## config.mk

```make
export PLATFORM = sky130hd
export DESIGN_NAME = bcd_to_bin_encoder_flat
export DESIGN_NICKNAME = d
export VERILOG_FILES = /design/src/rtl/bcd_to_bin_encoder_if.sv /design/src/rtl/bcd_to_bin_encoder.sv /design/src/flat_wrapper.sv
export SDC_FILE = /design/constraint.sdc
export NUM_CORES = 1
export LEC_CHECK = 0
export CAP_MARGIN = 20
export CORE_AREA = 2 2 83 85
export CTS_CLUSTER_SIZE = 40
export DETAILED_ROUTE_END_ITERATION = 16
export DIE_AREA = 0 0 85 87
export PLACE_DENSITY = 0.75
export SLEW_MARGIN = 30
export SYNTH_ARGS = -nofsm -noshare
export SYNTH_HDL_FRONTEND = slang
export SYNTH_SLANG_ARGS = --single-unit
```

## constraint.sdc

```tcl
create_clock -name clk -period 3.1 [get_ports clk]
set_input_delay 0.465 -clock clk [delete_from_list [all_inputs] [get_ports clk]]
set_output_delay 0.465 -clock clk [all_outputs]
set_load 0.02 [all_outputs]
```

## src/rtl/bcd_to_bin_encoder_if.sv

```systemverilog
// Handshake and data bundle for the BCD-to-binary encoder: start/digits/sign in,
// busy/done/err and the result byte pair out.
interface bcd_to_bin_encoder_if;
  logic       start;
  logic [3:0] num_C3;
  logic [3:0] num_C2;
  logic [3:0] num_C1;
  logic [3:0] num_C0;
  logic       sign;
  logic       busy;
  logic       done;
  logic       err;
  logic [7:0] data_outH;
  logic [7:0] data_outL;

  modport master (
    output start, num_C3, num_C2, num_C1, num_C0, sign,
    input  busy, done, err, data_outH, data_outL
  );

  modport slave (
    input  start, num_C3, num_C2, num_C1, num_C0, sign,
    output busy, done, err, data_outH, data_outL
  );
endinterface

```

## src/rtl/bcd_to_bin_encoder.sv

```systemverilog
// Sequential BCD-to-two's-complement encoder: accumulates one digit per clock
// (MSD first, acc = acc*10 + digit), then applies the sign and registers the byte pair.
module bcd_to_bin_encoder #(
  parameter int          NUM_DIGITS = 4,
  parameter logic [15:0] ERR_CODE   = 16'h0000
) (
  input  logic                 clk,
  input  logic                 rst_n,
  bcd_to_bin_encoder_if.slave  bus
);

  typedef enum logic [1:0] {
    IDLE = 2'd0,
    ACC  = 2'd1,
    FIN  = 2'd2
  } state_t;

  localparam logic [1:0] IDX_MSD = 2'(NUM_DIGITS - 1);

  state_t      state;
  logic [3:0]  digit_l [4];
  logic        sign_l;
  logic [15:0] acc;
  logic [1:0]  idx;
  logic        err_i;
  logic [3:0]  cur_digit;
  logic [15:0] res_c;

  // Multiply by ten as shift-and-add, then add the incoming digit.
  function automatic logic [15:0] mac10(input logic [15:0] a, input logic [3:0] d);
    return (a << 3) + (a << 1) + {12'd0, d};
  endfunction

  function automatic logic digit_bad(input logic [3:0] d);
    return d > 4'd9;
  endfunction

  // Widened by one bit so negating the magnitude is a plain signed negate; wraps mod 2^16.
  function automatic logic [15:0] apply_sign(input logic [15:0] mag, input logic neg);
    logic signed [16:0] s;
    s = $signed({1'b0, mag});
    if (neg) s = -s;
    return s[15:0];
  endfunction

  always_comb begin
    cur_digit = digit_l[idx];
    res_c     = err_i ? ERR_CODE : apply_sign(acc, sign_l);
  end

  always_ff @(posedge clk) begin
    if (!rst_n) begin
      state         <= IDLE;
      bus.busy      <= 1'b0;
      bus.done      <= 1'b0;
      bus.err       <= 1'b0;
      bus.data_outH <= 8'h00;
      bus.data_outL <= 8'h00;
      acc           <= 16'h0000;
      idx           <= 2'd0;
      err_i         <= 1'b0;
    end else begin
      bus.done <= 1'b0;
      case (state)
        IDLE: begin
          if (bus.start) begin
            digit_l[3] <= bus.num_C3;
            digit_l[2] <= bus.num_C2;
            digit_l[1] <= bus.num_C1;
            digit_l[0] <= bus.num_C0;
            sign_l     <= bus.sign;
            acc        <= 16'h0000;
            idx        <= IDX_MSD;
            err_i      <= 1'b0;
            bus.busy   <= 1'b1;
            state      <= ACC;
          end
        end
        // ---- accumulate: one digit per clock, stop after the units digit ----
        ACC: begin
          acc   <= mac10(acc, cur_digit);
          err_i <= err_i | digit_bad(cur_digit);
          if (idx == 2'd0) begin
            state <= FIN;
          end else begin
            idx <= idx - 2'd1;
          end
        end
        // ---- finish: sign/error select, register result, pulse done ----
        FIN: begin
          bus.data_outH <= res_c[15:8];
          bus.data_outL <= res_c[7:0];
          bus.err       <= err_i;
          bus.done      <= 1'b1;
          bus.busy      <= 1'b0;
          state         <= IDLE;
        end
        default: begin
          state    <= IDLE;
          bus.busy <= 1'b0;
        end
      endcase
    end
  end

  // Digit registers are data only; their content is irrelevant until a start latches them.
  logic unused_ok;
  assign unused_ok = &{1'b0, digit_l[3][0]};

endmodule

```

## src/flat_wrapper.sv

```systemverilog
// flat-port wrapper written by rule: the top's interface ports become plain ports
module bcd_to_bin_encoder_flat 
#(
  parameter int          NUM_DIGITS = 4,
  parameter logic [15:0] ERR_CODE   = 16'h0000
)
  (clk, rst_n, bus_start, bus_num_C3, bus_num_C2, bus_num_C1, bus_num_C0, bus_sign, bus_busy, bus_done, bus_err, bus_data_outH, bus_data_outL);
  bcd_to_bin_encoder_if bus_i ();
  input  logic clk;
  input  logic rst_n;
  input wire logic [$bits(bus_i.start)-1:0] bus_start;
  input wire logic [$bits(bus_i.num_C3)-1:0] bus_num_C3;
  input wire logic [$bits(bus_i.num_C2)-1:0] bus_num_C2;
  input wire logic [$bits(bus_i.num_C1)-1:0] bus_num_C1;
  input wire logic [$bits(bus_i.num_C0)-1:0] bus_num_C0;
  input wire logic [$bits(bus_i.sign)-1:0] bus_sign;
  output wire logic [$bits(bus_i.busy)-1:0] bus_busy;
  output wire logic [$bits(bus_i.done)-1:0] bus_done;
  output wire logic [$bits(bus_i.err)-1:0] bus_err;
  output wire logic [$bits(bus_i.data_outH)-1:0] bus_data_outH;
  output wire logic [$bits(bus_i.data_outL)-1:0] bus_data_outL;
  assign bus_i.start = bus_start;
  assign bus_i.num_C3 = bus_num_C3;
  assign bus_i.num_C2 = bus_num_C2;
  assign bus_i.num_C1 = bus_num_C1;
  assign bus_i.num_C0 = bus_num_C0;
  assign bus_i.sign = bus_sign;
  assign bus_busy = bus_i.busy;
  assign bus_done = bus_i.done;
  assign bus_err = bus_i.err;
  assign bus_data_outH = bus_i.data_outH;
  assign bus_data_outL = bus_i.data_outL;
  bcd_to_bin_encoder #(.NUM_DIGITS(NUM_DIGITS), .ERR_CODE(ERR_CODE)) u_core (.clk(clk), .rst_n(rst_n), .bus(bus_i));
endmodule
```

== Word level (Yosys, flattened, before mapping) ==
Memory sizes are Yosys's and may differ from the RTL's. A register that Yosys moved wholly into a read port is not among the register bits.
Cells that the tools add are included.
Storage, ports and cells
  memory bits (writable): 16
  memories: 1
  bits of input ports: 20
  output and inout port bits: 19
  logic and storage cells: 52
  register bits after elaboration: 41
Memories
  u_core.digit_l: depth 4, bits a word 4, rd ports 1, clocked after Yosys merged registers in 1, wr ports 4, RTL line bcd_to_bin_encoder.sv:21  | logic [3:0] digit_l [4];
Cells by class
  reductions and logical operators: 8
  $lt $le $gt $ge: 1
  add/subtract/negate cells: 4
  bitwise logic cells: 2
  equality and inequality tests: 5
  muxes and demuxes: 21
Operators with widths (count)
  two-way mux 16 bit: 3
  one-hot mux 16 bit (2 select lines): 1
  adder 16 bit: 1
  adder 16 x 4 -> 16 bit: 1
  negation 16 bit: 1
  two-way mux 2 bit: 6
  one-hot mux 2 bit (2 select lines): 2
  two-way mux 1 bit: 7
  AND reduction 2 bit: 3
  AND reduction 3 bit: 2
  greater-than comparator 4 bit, second input constant: 1
  zero test 2 bit: 2
  inequality test 2 bit, second input constant: 2
  one-hot mux 1 bit (2 select lines): 2
  == test 2 x 1 -> 1 bit, second input constant: 1
  == test 2 bit, second input constant: 1
  inequality test 2 x 1 -> 1 bit, second input constant: 1
  nonzero test 2 bit: 1
  subtractor 2 x 1 -> 2 bit, second input constant: 1
  NOT 1 bit: 1
  OR 1 bit: 1

== Logic depth before layout (Yosys ltp) ==
Gate-level depths: netlist (run 1).
  depth in word-level cells: 5
  mapped depth: 10
  depth with buffers taken out: 10

== Least setup slack after synthesis (run 1) ==
No wires, ideal clock.
  path kind: reg-to-reg
  start point: register with a tool-made name
  end point: register u_core.acc[15]
  cell stages (with the launch flop): 11
  setup slack: 0.072 ns
  path buffers: 0
  data required time: 2.983 ns
  library setup time: 0.117 ns
  period minus slack after synthesis: 3.028 ns
  data arrival time: 2.910 ns
  cell sequence: dfxtp_1 mux4_2 inv_1 fa_1 inv_1 ha_1 a21o_1 and4_1 o2111a_1 or3_1 a32o_1
RTL lines
  end signal: assignment: RTL line bcd_to_bin_encoder.sv:81  | acc <= mac10(acc, cur_digit);
  end: declaration: RTL line bcd_to_bin_encoder.sv:23  | logic [15:0] acc;

==> flow_summary.yaml, run 1 <==
worst_setup_path:
  r2r_cells: 10
  startpoint_type: "flip-flop"
  crit_arrival_ns: 3.16
  cp.required_ns: 3.34
  regToRegSetupSlack_ns: 0.17
  setup.worst_path.end_class: "flip-flop"
  timing.rr.end: "u_core.acc[15]"
  critPathKind: "flip-flop to flip-flop"
  rr_startpoint: "u_core.digit_l[2][3]"
  path_cells: "mux4_2, inv_1, fa_1, inv_2, ha_1, a21o_1, and4_4, o2111a_1, or3_1, a32o_1"
  startpoint: "u_core.digit_l[2][3]"
  cp_max_fo: 4
  crit_slowest_cell: "mux4_2"
  cp_slowest_stage_delay_ns: 0.48
die:
  design.core.area_sq_mm: 0.00657
  num_rows: 30
  die_w_um: 85
  ioPinCount: 39
  die_h_um: 87
  start_util_pct: 48.4
  die_area_sq_mm: 0.00740
timing:
  slew_headroom_pct: 60.5
  finClkSkew_ns: 0.00948
  rsz0062_at_grt: "yes"
  tns_ns: 0
  min_period_over_period_pct: 94.4
  worst_pin_slew_ns: 0.592
  drv_slew: 0
  finalCriticalPeriod_ns: 2.93
  clock.fmax_ghz: 0.342
  setup_ws_ns: 0.173
  setup-violations-final: 0
  hold_viol_final: 0
yosys:
  yosysWarnings: 0
  synth_area_per_cell_sq_um: 10.0
  synth_cell_types: 57
  ys.flop_type: "dfxtp_1"
  async_flop_share_pct: 0
  synth.cell_area_sq_mm: 0.00318
  synth_seq_cells: 59
  synth_edf_count: 17
  yosysSeqAreaShare_pct: 42.5
  syn_nets: 367
  syn_inst: 317
placed_design:
  gp_congestion: 0.939
  port_buffers: 38
  dp_slack_ns: 0.0757
  place_hpwl_um: 4930
power:
  p_per_area_mw_per_mm2: 514
  p_total_w: 0.00203
  p_leak_nw: 1.68
  ir_worst_vdd_mv: 0.286
status:
  status: "finished clean"
job:
  drv_cap: 0
hold_path:
  min_from: "u_core.bus.data_outH[5]"
  whs_path_depth: 2
  hold_path_class: "flip-flop to flip-flop"
  hold-path-endpoint: "u_core.bus.data_outH[5]"
routing:
  drc: 0
  wirelength_um: 6600
  drtPass1Iterations: 4
  ant_nets: 0
  vias: 2542
  viasPerCell: 5.61
  drt-initial-drc-count: 121
  wl_per_cell_um: 14.6
layout:
  fin_nets: 418
  mostFrequentLayoutCells: "dfxtp_1, clkdlybuf4s50_1, ha_1, nand2_1, nor2_1"
  diodes: 0
  area_delta_synth_final_pct: 24.1
  drive_gt1_share_pct: 11.3
  fill_cells: 555
  layout_commonest_cell: "dfxtp_1"
global_routing:
  grt_max_degree: 19
  antenna_found_initial: 0
  first_global_vias: 2344
  gr-total-overflow: 0
  grt_pass1_wl_um: 11000
  track_usage_pct: 18.8
clock_network:
  cts_max_path_buffers: 2
  cts_max_level: 3
  cts_made_buffers: 9
  cts_root_buffer: "clkbuf_8"
  cts.sinks: 59
  cts_tree: "done"
  worstSkewPairLatency_ns: 0.34
  path_clk_slew_ns: 0.08
cell families (layout without fill, tap and decap cells):
| kind of cell | Yosys count | after routing | synth area share, % |
|---|---|---|---|
| buf+inv | 23 | 79 | 3.15 |
| simple gates | 95 | 95 | 14.9 |
| compound gates | 83 | 83 | 17.9 |
| flops | 59 | 59 | 42.5 |
| xor+xnor | 21 | 21 | 5.78 |
| mux | 6 | 6 | 3.46 |
| fa+ha+maj | 30 | 30 | 12.3 |
final cells by class:
type | instances | area [sq um] | area share [%]
Multi-Input combinational cell | 235 | 1740 | 44.0
Timing Repair Buffer | 48 | 455 | 11.5
Clock inverter | 7 | 124 | 3.14
Inverter | 15 | 56.3 | 1.43
Tap cell | 80 | 100 | 2.54
Clock buffer | 9 | 124 | 3.14
Sequential cell | 59 | 1350 | 34.3
stage by stage:
| stage | instances | hold slack [ns] | cell area, sq um | utilization [%] |
|---|---|---|---|---|
| 2_1_floorplan | 317 | 0.462 | 3180 | - |
| 3_3_place_gp | 436 | 0.435 | 3680 | 56.1 |
| 3_5_place_dp | 436 | 0.441 | 3680 | 56.1 |
| 4_1_cts | 452 | 0.452 | 3930 | 59.9 |
| 5_1_grt | 453 | 0.469 | 3950 | 60.1 |
| 6_report | 453 | 0.446 | 3950 | 60.1 |
Yosys cell counts, types with 3 or more instances:
cell	instances	area [sq um]
a21o_1	5	37.5
a21oi_1	12	60.1
a22oi_1	11	82.6
a32o_1	4	40.0
and2_1	3	18.8
and3_1	3	18.8
clkbuf_1	6	22.5
dfxtp_1	42	841
edfxtp_1	17	510
ha_1	28	350
inv_1	14	52.6
mux4_2	4	90.1
nand2_1	27	101
nand2b_1	4	25.0
nand3_1	8	40.0
nor2_1	26	97.6
nor2b_1	3	18.8
o21ai_0	13	65.1
o21ai_1	12	60.1
o31ai_1	4	30.0
or3_1	6	37.5
xnor2_1	7	61.3
xor2_1	14	123
critical path, delay by kind of cell, from the launching register on:
family | cells | cell delay [ns]
buf+inv | 2 | 0.16
simple gates | 2 | 0.51
compound gates | 3 | 0.67
fa+ha+maj | 2 | 0.64
mux | 1 | 0.48
flops | 1 | 0.37
timing repair:
action / 4_1_cts / 5_1_grt
buffers inserted: 0 / 1
hold buffers: 0 / 0
endpoints found under the setup margin: 0 / 4
resized for setup: 0 / 5
worst max-delay path by stage:
| stage | to | slack [ns] | depth (start not counted) |
|---|---|---|---|
| finish | u_core.acc[15] | 0.17 | 10 |
| global route | u_core.acc[10] | 0.01 | 10 |
| CTS | u_core.acc[15] | 0.05 | 10 |
| detailed placement | u_core.acc[15] | 0.08 | 10 |
| global placement | u_core.acc[15] | 0.11 | 10 |
| floorplan | u_core.acc[15] | 0.07 | 10 |
routing by layer:
layer | global-route usage (%) | vias to the layer above | part of all wire, %
li1 | - | 1271 | -
met1 | 25.2 | 1195 | 47
met2 | 29.1 | 70 | 47
met3 | 4.93 | 6 | 5.1
met4 | 7.65 | 0 | 1.0
met5 | 0 | - | 0
sequential cells by signal (all words and copies together), names as in the netlist, named ones only:
| register | flops |
|---|---|
| u_core.acc | 16 |
| u_core.bus.busy | 1 |
| u_core.bus.data_outH | 8 |
| u_core.bus.data_outL | 8 |
| u_core.bus.done | 1 |
| u_core.bus.err | 1 |
| u_core.digit_l | 16 |
| u_core.err_i | 1 |
| u_core.idx | 2 |
| u_core.sign_l | 1 |
| u_core.state | 2 |
power breakdown:
part | internal, W | switching, W | total, W
combinational | 0.000142 | 0.000161 | 0.000303
clock | 0.000539 | 0.000337 | 0.000876
sequential | 0.000826 | 0.0000244 | 0.000851
total | 0.00151 | 0.000522 | 0.00203
Power figures use the tool's default switching activity.
==> run 2: changes to the inputs <==
Settings changed: CORE_AREA 2 2 83 85 to 2 2 78 80, DIE_AREA 0 0 85 87 to 0 0 80 82, DONT_BUFFER_PORTS from default to 1, PLACE_DENSITY 0.75 to 0.74, SETUP_SLACK_MARGIN from default to 0.02.
==> run 2 against run 1 <==
Global-route usage increased by 1.6 points. Clock power decreased by 28%. Critical path depth stayed put. Die area fell by 11%. Hold slack got worse by 0.23 ns. Critical endpoint unchanged. Sequential power is 1% higher. Count of clock-buffer cells in the layout increased by 1. Wire length decreased by 8.0%.
==> flow_summary.yaml, run 2 (synthesized netlist as in run 1, its figures left out) <==
power:
  pwr-share-comb_pct: 14.2
  power_frac_seq_pct: 49.6
  p_per_area_mw_per_mm2: 503
  swShare_pct: 28.5
  power_switching_w: 0.000494
  internal_power_w: 0.00124
  ir_worst_vdd_mv: 0.401
  pwr-share-clk_pct: 36.3
  p_leak_nw: 1.47
placed_design:
  gp_congestion: 0.845
  place_hpwl_um: 4510
  dpl_cell_area_sq_mm: 0.00326
  placedCellCount: 388
  port_buffers: 0
worst_setup_path:
  startpoint: "u_core.digit_l[2][3]"
  critPathKind: "flip-flop to flip-flop"
  rr_startpoint: "u_core.digit_l[2][3]"
  cp_max_fo: 4
  cp.required_ns: 3.33
  crit_arrival_ns: 3.17
  setup.worst_path.end_class: "flip-flop"
  startpoint_type: "flip-flop"
timing:
  worst_pin_slew_ns: 0.525
  clock.fmax_ghz: 0.340
  drv_slew: 0
  setup-violations-final: 0
  hold_viol_final: 0
  tns_ns: 0
  min_period_over_period_pct: 94.9
  hold_slack_ns: 0.219
  finClkSkew_ns: 0.00625
  finalCriticalPeriod_ns: 2.94
  rsz0062_at_grt: "no"
  slew_headroom_pct: 64.8
status:
  status: "finished clean"
clock_network:
  cts_made_buffers: 9
  cts.sinks: 59
  cts_max_path_buffers: 2
  worstSkewPairLatency_ns: 0.34
  cts_root_buffer: "clkbuf_8"
  cts_tree: "done"
  cts_max_level: 3
  hold_buffers: 0
  path_clk_slew_ns: 0.07
routing:
  drtPass1Iterations: 4
  vias: 2358
  wl_per_cell_um: 15.0
  drt-initial-drc-count: 191
  ant_nets: 0
  drc: 0
  wirelength_um: 6070
  viasPerCell: 5.84
global_routing:
  antenna_found_initial: 0
  first_global_vias: 2154
  grt_max_degree: 19
  gr-total-overflow: 0
  grt_pass1_wl_um: 10300
  track_usage_pct: 20.5
layout:
  finalNonFillerCells: 404
  fill_cells: 503
  mostFrequentLayoutCells: "dfxtp_1, ha_1, nand2_1, nor2_1, edfxtp_1"
  diodes: 0
  drive_gt1_share_pct: 10.6
  fin_nets: 374
  area_delta_synth_final_pct: 8.38
  final_area_sq_mm: 0.00345
  multi_input_area_sq_mm: 0.00174
  top_regs: "u_core.acc (16), u_core.digit_l (16)"
  seqCellArea_sq_mm: 0.00135
  layout_commonest_cell: "dfxtp_1"
die:
  die_w_um: 80
  design.core.area_sq_mm: 0.00575
  die_h_um: 82
  ioPinCount: 39
  die_area_sq_mm: 0.00656
  start_util_pct: 55.4
  num_rows: 28
hold_path:
  hold_path_class: "input port to flip-flop"
  min_from: "bus_sign"
job:
  drv_cap: 0
-- run 2: layer usage --
layer	up-vias	share of wire (%)	track usage [%]
met5	-	0	0
met4	0	1.6	6.61
met3	12	5.0	6.26
met1	1101	49	27.7
met2	60	44	31.3
li1	1185	-	-
-- run 2: worst max-delay path, stage by stage, from the launching register on --
cell and delay, ns:
edfxtp_1 0.37, mux4_2 0.49, inv_1 0.08, fa_1 0.42, inv_2 0.08, ha_1 0.22, a21o_1 0.18, and4_4 0.21
o2111a_1 0.23, or3_1 0.30, a32o_1 0.26
-- run 2: final timing paths --
| kind | to | slack, ns | depth (start not counted) |
|---|---|---|---|
| max | u_core.acc[15] | 0.16 | 10 |
| min | u_core.sign_l | 0.22 | 0 |
| max reg2reg | u_core.acc[15] | 0.16 | 10 |
| min reg2reg | u_core.idx[1] | 0.53 | 2 |
-- run 2: final cells by class --
cell class / count / area share [%]
well taps: 75 / 2.72
clock inverters: 6 / 1.20
flip-flops and latches: 59 / 39.2
multi-input cells: 235 / 50.3
clock buffers: 10 / 3.99
repair buffers: 4 / 0.871
inverters: 15 / 1.63
-- run 2: repair_timing --
action / CTS / global route
gates resized for setup: 0 / 5
endpoints found under the setup margin: 0 / 3
buffers inserted: 0 / 0
-- run 2: per-stage QoR --
stage	util (%)	worst slack, ns	power [W]
after global placement	56.8	0.127	0.00111
after floorplan	-	0.0724	0.00107
final	60.0	0.158	0.00174
after global routing	60.0	0.0490	0.00182
after CTS	59.9	0.0554	0.00174
after detailed placement	56.8	0.0753	0.00112
-- run 2: power groups by stage --
stage	clock (W)	combinational [W]	sequential (W)
6_report	0.000629	0.000246	0.000860
3_3_place_gp	0	0.000238	0.000876
4_1_cts	0.000635	0.000244	0.000860
3_5_place_dp	0	0.000242	0.000877
2_1_floorplan	0	0.000198	0.000870
5_1_grt	0.000673	0.000279	0.000865
